**src/rtl/bit_serial_maj_adder.sv**
```systemverilog
// Bit-serial LSB-first adder driving a single majority-gate full-adder cell.
// Optional signed-overflow output enabled by defining BSA_OVERFLOW_EN.
module bit_serial_maj_adder #(
    parameter int WIDTH = 8
) (
    input  logic             clk,
    input  logic             rst,
    input  logic             in_valid,
    output logic             in_ready,
    input  logic [WIDTH-1:0] a,
    input  logic [WIDTH-1:0] b,
    input  logic             cin,
    output logic             out_valid,
    input  logic             out_ready,
    output logic [WIDTH-1:0] sum,
`ifdef BSA_OVERFLOW_EN
    output logic             cout,
    output logic             ovf
`else
    output logic             cout
`endif
);

    localparam int CW = (WIDTH > 1) ? $clog2(WIDTH) : 1;
    localparam logic [CW-1:0] LAST = CW'(WIDTH - 1);

    typedef enum logic [1:0] {
        IDLE = 2'd0,
        RUN  = 2'd1,
        DONE = 2'd2
    } state_t;

    state_t           state;
    logic [WIDTH-1:0] a_sh;
    logic [WIDTH-1:0] b_sh;
    logic [WIDTH-1:0] sum_sh;
    logic             carry;
    logic [CW-1:0]    cnt;

    function automatic logic maj(input logic p, input logic q, input logic r);
        return (p & q) | (p & r) | (q & r);
    endfunction

    // Full adder from majority gates and inverters only.
    logic x, y, co, s;
    assign x  = a_sh[0];
    assign y  = b_sh[0];
    assign co = maj(x, y, carry);
    assign s  = maj(~co, carry, maj(x, y, ~carry));

    assign sum  = sum_sh;
    assign cout = carry;

    always_ff @(posedge clk) begin
        if (rst) begin
            state     <= IDLE;
            in_ready  <= 1'b1;
            out_valid <= 1'b0;
            a_sh      <= '0;
            b_sh      <= '0;
            sum_sh    <= '0;
            carry     <= 1'b0;
            cnt       <= '0;
`ifdef BSA_OVERFLOW_EN
            ovf       <= 1'b0;
`endif
        end else begin
            unique case (state)
                IDLE: begin
                    if (in_valid) begin
                        a_sh     <= a;
                        b_sh     <= b;
                        carry    <= cin;
                        cnt      <= '0;
                        in_ready <= 1'b0;
                        state    <= RUN;
                    end
                end
                RUN: begin
                    a_sh   <= {1'b0, a_sh[WIDTH-1:1]};
                    b_sh   <= {1'b0, b_sh[WIDTH-1:1]};
                    sum_sh <= {s, sum_sh[WIDTH-1:1]};
                    carry  <= co;
                    cnt    <= cnt + CW'(1);
                    if (cnt == LAST) begin
                        out_valid <= 1'b1;
                        state     <= DONE;
`ifdef BSA_OVERFLOW_EN
                        ovf       <= carry ^ co;
`endif
                    end
                end
                DONE: begin
                    if (out_ready) begin
                        out_valid <= 1'b0;
                        in_ready  <= 1'b1;
                        state     <= IDLE;
                    end
                end
                default: begin
                    out_valid <= 1'b0;
                    in_ready  <= 1'b1;
                    state     <= IDLE;
                end
            endcase
        end
    end

endmodule
```
**config.mk**
```make
export PLATFORM = sky130hd
export DESIGN_NAME = bit_serial_maj_adder
export DESIGN_NICKNAME = d
export VERILOG_FILES = /design/src/rtl/bit_serial_maj_adder.sv
export SDC_FILE = /design/constraint.sdc
export NUM_CORES = 1
export LEC_CHECK = 0
export ABC_AREA = 0
export CORE_MARGIN = 3
export CORE_UTILIZATION = 52
export DETAILED_ROUTE_END_ITERATION = 7
export GPL_TIMING_DRIVEN = 0
export PLACE_DENSITY = 0.84
export RECOVER_POWER = 100
export SETUP_SLACK_MARGIN = 0.5
export SKIP_CTS_REPAIR_TIMING = 1
export SLEW_MARGIN = 5
export SYNTH_ARGS = -nofsm -noshare
export SYNTH_HDL_FRONTEND = slang
export SYNTH_SLANG_ARGS = --single-unit
export TNS_END_PERCENT = 1
```
**constraint.sdc**
```tcl
create_clock -name clk -period 2.46 [get_ports clk]
set_input_delay 0.246 -clock clk [delete_from_list [all_inputs] [get_ports clk]]
set_output_delay 0.246 -clock clk [all_outputs]
set_load 0.01 [all_outputs]
```
==> results of run 1 <==
[logic make-up (layout without fill, tap and decap cells)]
group                      after synthesis  count (layout)  share of synthesized area [%]
AOI/OAI and AO/OA                       49              49                          25.90
DFF                                     32              32                          46.04
adders and majority gates                4               4                          4.676
buffers and inverters                   29              68                          11.69
muxes                                    1               1                         0.7195
and+or+nand+nor                         33              33                          10.97
[synthesized netlist by cell type]
library cell  number
o221a_1           10
nor2b_4            1
buf_6              5
fa_1               2
or2_1              1
nor2_1             8
mux2i_1            1
nand3b_1           1
o21bai_1           2
nor2_2             1
nand2_1           17
buf_2              1
nand2b_1           2
buf_4              1
a22oi_1            4
a211oi_1           1
a2bb2oi_1          1
nor3_1             1
nor3b_1            1
buf_8              1
buf_1              2
ha_1               2
clkbuf_1           2
a21oi_1           26
inv_1             17
dfxtp_1           32
o221a_2            5
[registers in the layout, indices dropped and copies added (netlist names)]
name	cells
in_ready	1
b_sh	8
a_sh	8
cout	1
sum	8
state	2
cnt	3
out_valid	1
[power by group through the flow]
stage | clock (mW) | sequential [mW] | combinational, mW
5_1_grt | 0.344 | 0.576 | 0.173
4_1_cts | 0.315 | 0.571 | 0.170
2_1_floorplan | 0 | 0.580 | 0.0987
6_report | 0.310 | 0.571 | 0.155
3_3_place_gp | 0 | 0.580 | 0.164
3_5_place_dp | 0 | 0.583 | 0.167
[per-stage QoR]
stage | instance area (um^2) | cells | hold slack [ns]
2_1_floorplan | 1391 | 148 | 0.3943
3_3_place_gp | 1739 | 209 | 0.4506
3_5_place_dp | 1739 | 209 | 0.4603
4_1_cts | 1798 | 217 | 0.4790
5_1_grt | 1755 | 217 | 0.4924
6_report | 1755 | 217 | 0.4733
[cell type report]
type	instances	area [um^2]
repair buffers	31	310.3
multi-input cells	87	580.6
well taps	30	37.54
fillers	207	744.5
plain buffers	12	63.81
inverters	17	63.81
flip-flops and latches	32	640.6
clock buffers	8	58.81
[worst max-delay path by stage]
stage                        start  endpoint  slack (ns)
after floorplan           state[0]   a_sh[0]        1.25
after global placement    in_valid   b_sh[2]        0.81
after detailed placement  in_valid   b_sh[0]        0.80
after CTS                     cout      cout        0.85
after global routing      state[0]   b_sh[3]        0.60
final                     state[0]   b_sh[3]        0.73
[routing by layer]
metal  up-vias  wire (um)
met5         -          0
met4         0         40
met3         7        135
met2        26       1419
met1       555       1373
li1        585          -
[critical path, cell delays in order (launching register included)]
cell and delay [ns]:
dfxtp_1 0.35, buf_6 0.13, nor2b_1 0.14, clkbuf_1 0.32, clkbuf_1 0.38, a21oi_1 0.15, o221a_1 0.14
==> metrics.txt, run 1 <==
initial DRC count=38; Crit Path Class=flip-flop to flip-flop; PD cells=590.2 nW/um^2; final clock period utilization by the worst path=70.14%; Antenna Nets Post-Route=0; r2r endpoint=b_sh[3]; Max VDD drop=just under 0.5 mV; Clk network pwr share=29.9%; GRT busiest layer=met2; dpl ws=roughly 0.8 ns; area leader, netlist=dfxtp_1; status=completed; Die ar.=around 3300 um^2; post-synth top area share=46.04%; RSZ-0062 raised after global routing=false; core box area=between 2000 and 2500 um^2; grt ovf=0; vias post-DR=1,173; clk buf depth=2; Post-Synthesis Cells=~150; Clock transition at path regs=0.09 ns; vias in the first global route=approximately 1,200; Die Y=57.73 um; Hold Crit Depth=2; sw frac=25.43%; CP max FO=10; maximum clock rate=0.5796 GHz; Syn Nets=between 150 and 200; TNS Setup=0 ns; #FFs+latches synth=32; initial antenna violation count=0; Residual DRC=0; WP data required=2.68 ns; htree depth=2; met2 usage=about a third; Logic pwr share=15.0%; row cnt=18; Die X-Extent=~58 um; Pwr Total=1.036 mW; Hold Crit Class=flip-flop to flip-flop; Leak Pwr=0.6924 nW; Reg2Reg Setup Slack=0.73 ns; crit path DAT=1.95 ns; Ports=32; final setup fails=0; sequential area share after synthesis=46.04%; Netlist cell types=27; Syn-to-layout area delta=26.17%; TritonRoute pass-1 iters=4; layout cells sized above 1=8.021%; actual slew at the worst max-slew pin=roughly 0.46 ns; routed vias/inst=5.406; Core Util, Final=a little over two thirds; Switching Power=0.2634 mW; met1 Use GR=24.51%; commonest cells after routing, fill and taps aside=32 x dfxtp_1, 26 x a21oi_1, 18 x clkdlybuf4s50_1; largest net degree at the start of global routing=11; Max Cap Viol=0; # clock sinks=32; worst setup margin=0.7347 ns; worst skew pair latency=0.33 ns; largest cells by area after synthesis=dfxtp_1 46%, a21oi_1 9.4%, o221a_1 8.1%; skew final=0.008685 ns; first-pass GRT wire length=5154 um; Pint=0.7726 mW; Ys Warns=0; Startpoint Class=flip-flop; max-slew violation count=0; CP Capture Type=flip-flop; drt wl/cell=around 14 um; Final min period=1.725 ns; normalized max-slew margin=just under 70%; clock tree from TritonCTS=done; worst r2r path cells=6; Cell Area, Synth=approximately 1400 um^2; GR Layer Usage met3=6.459%; Initial Util=55.66%; total CTS buffers=5; I/O Buffers=31; antenna cells=0; DP HPWL=2169 um; fin nets=211; sequential share of power=55.1%; CTS root buf=clkbuf_4; reg-to-reg critical path startpoint=state[0]; worst hold endpoint=sum[0]; hold wc startpoint=sum[0]; total track usage=19.98%; syn avg cell area=9.401 um^2; DRT Wirelength=~3000 um; GP Congestion=0.7523; commonest non-fill, non-tap cell in the layout=dfxtp_1; Fin. Hold Viols=0
Power figures use the tool's default switching activity.
==> run 2: changes to the inputs <==
--- a/config.mk
+++ b/config.mk
@@ -7,10 +7,10 @@
 export LEC_CHECK = 0
 export ABC_AREA = 0
 export CORE_MARGIN = 3
-export CORE_UTILIZATION = 52
+export CORE_UTILIZATION = 49
 export DETAILED_ROUTE_END_ITERATION = 7
 export GPL_TIMING_DRIVEN = 0
-export PLACE_DENSITY = 0.84
+export PLACE_DENSITY = 0.8
 export RECOVER_POWER = 100
 export SETUP_SLACK_MARGIN = 0.5
 export SKIP_CTS_REPAIR_TIMING = 1
==> constraint.sdc (replaced) <==
create_clock -name clk -period 1.8 [get_ports clk]
set_input_delay 0.18 -clock clk [delete_from_list [all_inputs] [get_ports clk]]
set_output_delay 0.18 -clock clk [all_outputs]
set_load 0.01 [all_outputs]
==> run 2 against run 1 <==
  * Power increased by 38%
  * Wire length is 0.37% lower
  * Maximum frequency rose by 15%
  * Non-clock buffer count is the same
  * Via count increased by 1.1%
  * Combinational power increased by 45%
  * Register-to-register slack worse by 0.44 ns
  * Clock-buffer cell count decreased by 2
  * Clock power increased by 37%
  * Critical endpoint is now sum[3]
  * Largest power group unchanged
  * Highest routed layer unchanged
==> metrics.txt, run 2 (synthesis gave the netlist of run 1 again) <==
drt wl/cell=13.64 um (-0.37%); fill count=226 (+9.2%); Fin. Hold Viols=0 (unchanged); hold_ws=0.4570 ns (-0.01630 ns); CP max stage cell=dfxtp_1; antenna cells=0 (unchanged); clock tree from TritonCTS=done; skew final=0.004487 ns (-0.004198 ns); PD cells=798.4 nW/um^2 (+35%); Startpoint Class=flip-flop; Die Y=59.29 um (+2.7%); CP max FO=10 (unchanged); RSZ-0062 raised after global routing=true; largest net degree at the start of global routing=11 (unchanged); Max VDD drop=0.6514 mV (+36%); # clock sinks=32 (unchanged); worst r2r path cells=6 (unchanged); hold wc startpoint=sum[0]; commonest cells after routing, fill and taps aside=31 x dfxtp_1, 26 x a21oi_1, 19 x clkdlybuf4s50_1; layout cells sized above 1=11.76% (+3.7 points); CP Cell Sequence=clkbuf_1 > nor2b_1 > buf_6 > buf_2 > nand2_1 > a21oi_1; Hold Crit Depth=2 (unchanged); initial DRC count=39 (+2.6%); maximum clock rate=0.6662 GHz (+15%); CP Capture Type=flip-flop; grt ovf=0 (unchanged); routed vias/inst=5.465 (+1.1%); Reg2Reg Setup Slack=0.30 ns (-0.44 ns); final instance area=1789 um^2 (+1.9%); Die X-Extent=59.29 um (+2.7%); TNS Setup=0 ns (unchanged); normalized max-slew margin=69.23% (about the same); clk buf depth=2 (unchanged); DRT Wirelength=2959 um (-0.37%); r2r endpoint=sum[3]; Final min period=1.501 ns (-0.2244 ns); I/O Buffers=31 (unchanged); final clock period utilization by the worst path=83.39% (+13 points); Ports=32 (unchanged); vias post-DR=1,186 (+1.1%); Leak Pwr=0.7135 nW (+3.0%); Antenna Nets Post-Route=0 (unchanged); htree depth=2 (unchanged); total CTS buffers=5 (unchanged); CP peak stage delay=0.33 ns (-0.05 ns); initial antenna violation count=0 (unchanged); core box area=2590 um^2 (+3.6%); row cnt=18 (unchanged); total track usage=18.82% (-1.2 points); Crit Path Class=flip-flop to flip-flop; CTS root buf=clkbuf_4; max-slew violation count=0 (unchanged); Hold Crit Class=flip-flop to flip-flop; Pwr Total=1.429 mW (+38%); Max Cap Viol=0 (unchanged); vias in the first global route=1,199 (+2.9%); fin nets=211 (unchanged); Core Util, Final=69.08% (-1.1 points); Placed Area=1739 um^2 (unchanged); reg-to-reg critical path startpoint=state[0]; worst hold endpoint=sum[0]; actual slew at the worst max-slew pin=0.4615 ns (+0.001170 ns); status=completed; first-pass GRT wire length=5016 um (-2.7%); commonest non-fill, non-tap cell in the layout=dfxtp_1; Clock transition at path regs=0.09 ns (about the same); DP HPWL=2163 um (-0.29%); final setup fails=0 (unchanged); Initial Util=53.72% (-1.9 points); worst skew pair latency=0.33 ns (about the same); Die ar.=3515 um^2 (+5.5%); Residual DRC=0 (unchanged); crit path DAT=1.76 ns (-0.19 ns); WP data required=2.06 ns (-0.62 ns); TritonRoute pass-1 iters=4 (unchanged); GP Congestion=0.7655 (+1.8%); Syn-to-layout area delta=28.60%
-- run 2: stage by stage --
step           worst slack, ns  cells
2_1_floorplan           0.5893    148
3_3_place_gp            0.2102    209
3_5_place_dp            0.1616    209
4_1_cts                 0.2650    217
5_1_grt                 0.1616    217
6_report                0.2991    217
-- run 2: worst max path at each step --
stage	startpoint	endpoint	slack (ns)	cells past startpoint
6_report	state[0]	sum[3]	0.30	6
5_1_grt	state[0]	sum[5]	0.16	6
3_3_place_gp	in_valid	b_sh[2]	0.21	6
2_1_floorplan	state[0]	a_sh[0]	0.59	5
4_1_cts	cout	cout	0.26	1
3_5_place_dp	in_valid	a_sh[3]	0.16	6
-- run 2: where the power goes --
group          switching (mW)  internal, mW  total (mW)
logic                   0.103         0.121       0.224
clock network           0.241         0.186       0.426
registers              0.0279         0.751       0.779
total                   0.371          1.06        1.43
-- run 2: layout make-up --
type / instances / area, um^2 / share of cell area (%)
Buffer: 12 / 91.34 / 5.105
Clock buffer: 6 / 51.30 / 2.867
Clock inverter: 2 / 10.01 / 0.5594
Inverter: 17 / 63.81 / 3.566
Multi-Input combinational cell: 87 / 580.6 / 32.45
Sequential cell: 32 / 644.4 / 36.01
Tap cell: 30 / 37.54 / 2.098
Timing Repair Buffer: 31 / 310.3 / 17.34
-- run 2: layer usage --
layer | global-route usage, % | part of all wire [%]
met5 | 0 | 0
met4 | 6.796 | 1.7
met3 | 6.754 | 6.2
met2 | 30.58 | 47
met1 | 22.76 | 45
-- run 2: critical path, delay by kind of cell, from the launching register on --
family,cells,cell delay [ns]
buf+inv,3,0.67
simple gates,2,0.29
compound gates,1,0.14
flops,1,0.33
==> run 3: changes to the inputs <==
--- a/config.mk
+++ b/config.mk
@@ -7,10 +7,10 @@
 export LEC_CHECK = 0
 export ABC_AREA = 0
 export CORE_MARGIN = 3
-export CORE_UTILIZATION = 49
+export CORE_UTILIZATION = 44
 export DETAILED_ROUTE_END_ITERATION = 7
 export GPL_TIMING_DRIVEN = 0
-export PLACE_DENSITY = 0.8
+export PLACE_DENSITY = 0.76
 export RECOVER_POWER = 100
 export SETUP_SLACK_MARGIN = 0.5
 export SKIP_CTS_REPAIR_TIMING = 1
==> constraint.sdc (replaced) <==
create_clock -name clk -period 1.3 [get_ports clk]
set_input_delay 0.13 -clock clk [delete_from_list [all_inputs] [get_ports clk]]
set_output_delay 0.13 -clock clk [all_outputs]
set_load 0.01 [all_outputs]
==> run 3 against run 2 <==
  * Global-route usage shrank 2.3 points
  * Maximum frequency grew 19%
  * Hold slack lost 0.040 ns
  * Critical path type unchanged
  * Critical endpoint is now a_sh[0]
  * Largest cell class unchanged
==> metrics.txt, run 3 (synthesis gave the netlist of run 1 again) <==
Max VDD drop=0.8104 mV (+24%); htree depth=2 (unchanged); status=completed; Hold Crit Class=input pin to flip-flop; Placed Area=1763 um^2 (+1.4%); hold wc startpoint=b[7]; final setup fails=0 (unchanged); CP peak stage delay=0.33 ns (about the same); TritonRoute pass-1 iters=4 (unchanged); CP max stage cell=dfxtp_2; multi-input logic area=629.4 um^2 (+8.4%); initial antenna violation count=0 (unchanged); fin nets=213 (+0.95%); Die X-Extent=62.23 um (+5.0%); GP Congestion=0.7307 (-4.5%); DRT Wirelength=2870 um (-3.0%); total track usage=16.50% (-2.3 points); worst r2r path cells=5 (-1); maximum clock rate=0.7913 GHz (+19%); Die Y=62.23 um (+5.0%); routed vias/inst=5.056 (-7.5%); WP data required=1.52 ns (-0.54 ns); final instance area=1907 um^2 (+6.6%); Initial Util=48.37% (-5.4 points); I/O Buffers=31 (unchanged); vias in the first global route=1,202 (+0.25%); total CTS buffers=5 (unchanged); clock tree from TritonCTS=done; max layer used=met4; commonest non-fill, non-tap cell in the layout=a21oi_1; cell mode on critical path=buf_6; crit path from=state[1]; drt wl/cell=12.42 um (-8.9%); Max Cap Viol=0 (unchanged); met3 WL=135 um (-26%); Clock transition at path regs=0.09 ns (about the same); r2r endpoint=a_sh[0]; max-slew violation count=0 (unchanged); actual slew at the worst max-slew pin=0.4635 ns (+0.001985 ns); layout cells sized above 1=29.10% (+17 points); Crit Path Class=flip-flop to flip-flop; core box area=2877 um^2 (+11%); Startpoint Class=flip-flop; Hold Crit Depth=3 (+1); fill count=262 (+16%); crit path DAT=1.48 ns (-0.28 ns); wire length on met2=1348 um (-3.3%); Syn-to-layout area delta=37.05%; commonest cells after routing, fill and taps aside=24 x a21oi_1, 20 x clkdlybuf4s50_1, 18 x dfxtp_1; register area=663.1 um^2 (+2.9%); row cnt=19 (+1); reg-to-reg critical path startpoint=state[1]; grt ovf=0 (unchanged); CP max FO=10 (unchanged); antenna cells=0 (unchanged); Ports=32 (unchanged); worst hold endpoint=b_sh[7]; PD cells=1049 nW/um^2 (+31%); largest net degree at the start of global routing=11 (unchanged); first-pass GRT wire length=5126 um (+2.2%); vias post-DR=1,168 (-1.5%); DP HPWL=2111 um (-2.4%); CP Capture Type=flip-flop; Residual DRC=0 (unchanged); CTS root buf=clkbuf_4; TNS Setup=0 ns (unchanged); Reg2Reg Setup Slack=0.04 ns (-0.26 ns); # clock sinks=32 (unchanged); Final min period=1.264 ns (-0.2372 ns); skew final=0.007746 ns (+0.003259 ns); Die ar.=3873 um^2 (+10%); Leak Pwr=0.7387 nW (+3.5%); Antenna Nets Post-Route=0 (unchanged); final clock period utilization by the worst path=97.21% (+14 points); RSZ-0062 raised after global routing=true; worst skew pair latency=0.33 ns (about the same); initial DRC count=70 (+79%); normalized max-slew margin=69.04% (-0.20 points); DRT met1 WL=1331 um (about the same); Fin. Hold Viols=0 (unchanged); CP Cell Sequence=buf_6 > or2_1 > buf_6 > buf_8 > o221a_1; clk buf depth=2 (unchanged)
[run 3: through the flow]
| stage | utilization, % | hold slack, ns | std cells | power, mW | setup slack (ns) |
|---|---|---|---|---|---|
| after floorplan | - | 0.2783 | 148 | 1.288 | 0.09648 |
| after global placement | 61.29 | 0.4450 | 221 | 1.409 | -0.2728 |
| after detailed placement | 61.29 | 0.4606 | 221 | 1.420 | -0.2957 |
| after CTS | 63.33 | 0.4079 | 229 | 2.011 | -0.2059 |
| after global routing | 66.29 | 0.4331 | 231 | 2.101 | -0.02334 |
| final | 66.29 | 0.4171 | 231 | 2.000 | 0.03627 |
[run 3: worst max path at each step]
stage | end | slack, ns | depth (start not counted)
global route | a_sh[0] | -0.02 | 5
floorplan | a_sh[1] | 0.1 | 5
global placement | a_sh[5] | -0.27 | 6
detailed placement | a_sh[0] | -0.30 | 6
finish | a_sh[0] | 0.04 | 5
CTS | cout | -0.21 | 1
[run 3: layout make-up]
type | instances | area share [%]
plain buffers | 12 | 5.381
clock buffers | 8 | 3.084
inverters | 17 | 3.346
multi-input cells | 87 | 33.01
flip-flops and latches | 32 | 34.78
well taps | 42 | 2.756
repair buffers | 33 | 17.65
[run 3: worst max-delay path, delay by kind of cell, from the launching register on]
| family | cells | cell delay [ns] |
|---|---|---|
| and+or+nand+nor | 1 | 0.23 |
| AOI/OAI and AO/OA | 1 | 0.21 |
| buffers and inverters | 3 | 0.39 |
| DFF | 1 | 0.33 |
[run 3: power by group]
group | internal (mW) | leakage (nW) | total [mW] | switching [mW]
Clock | 0.267 | 0.0326 | 0.595 | 0.328
Sequential | 1.04 | 0.269 | 1.08 | 0.0410
Combinational | 0.183 | 0.437 | 0.325 | 0.141
[run 3: per-layer routing]
layer	vias up	track usage, %
met2	21	26.61
met3	5	6.126
li1	587	-
met1	555	19.51
met4	0	7.459
met5	-	0
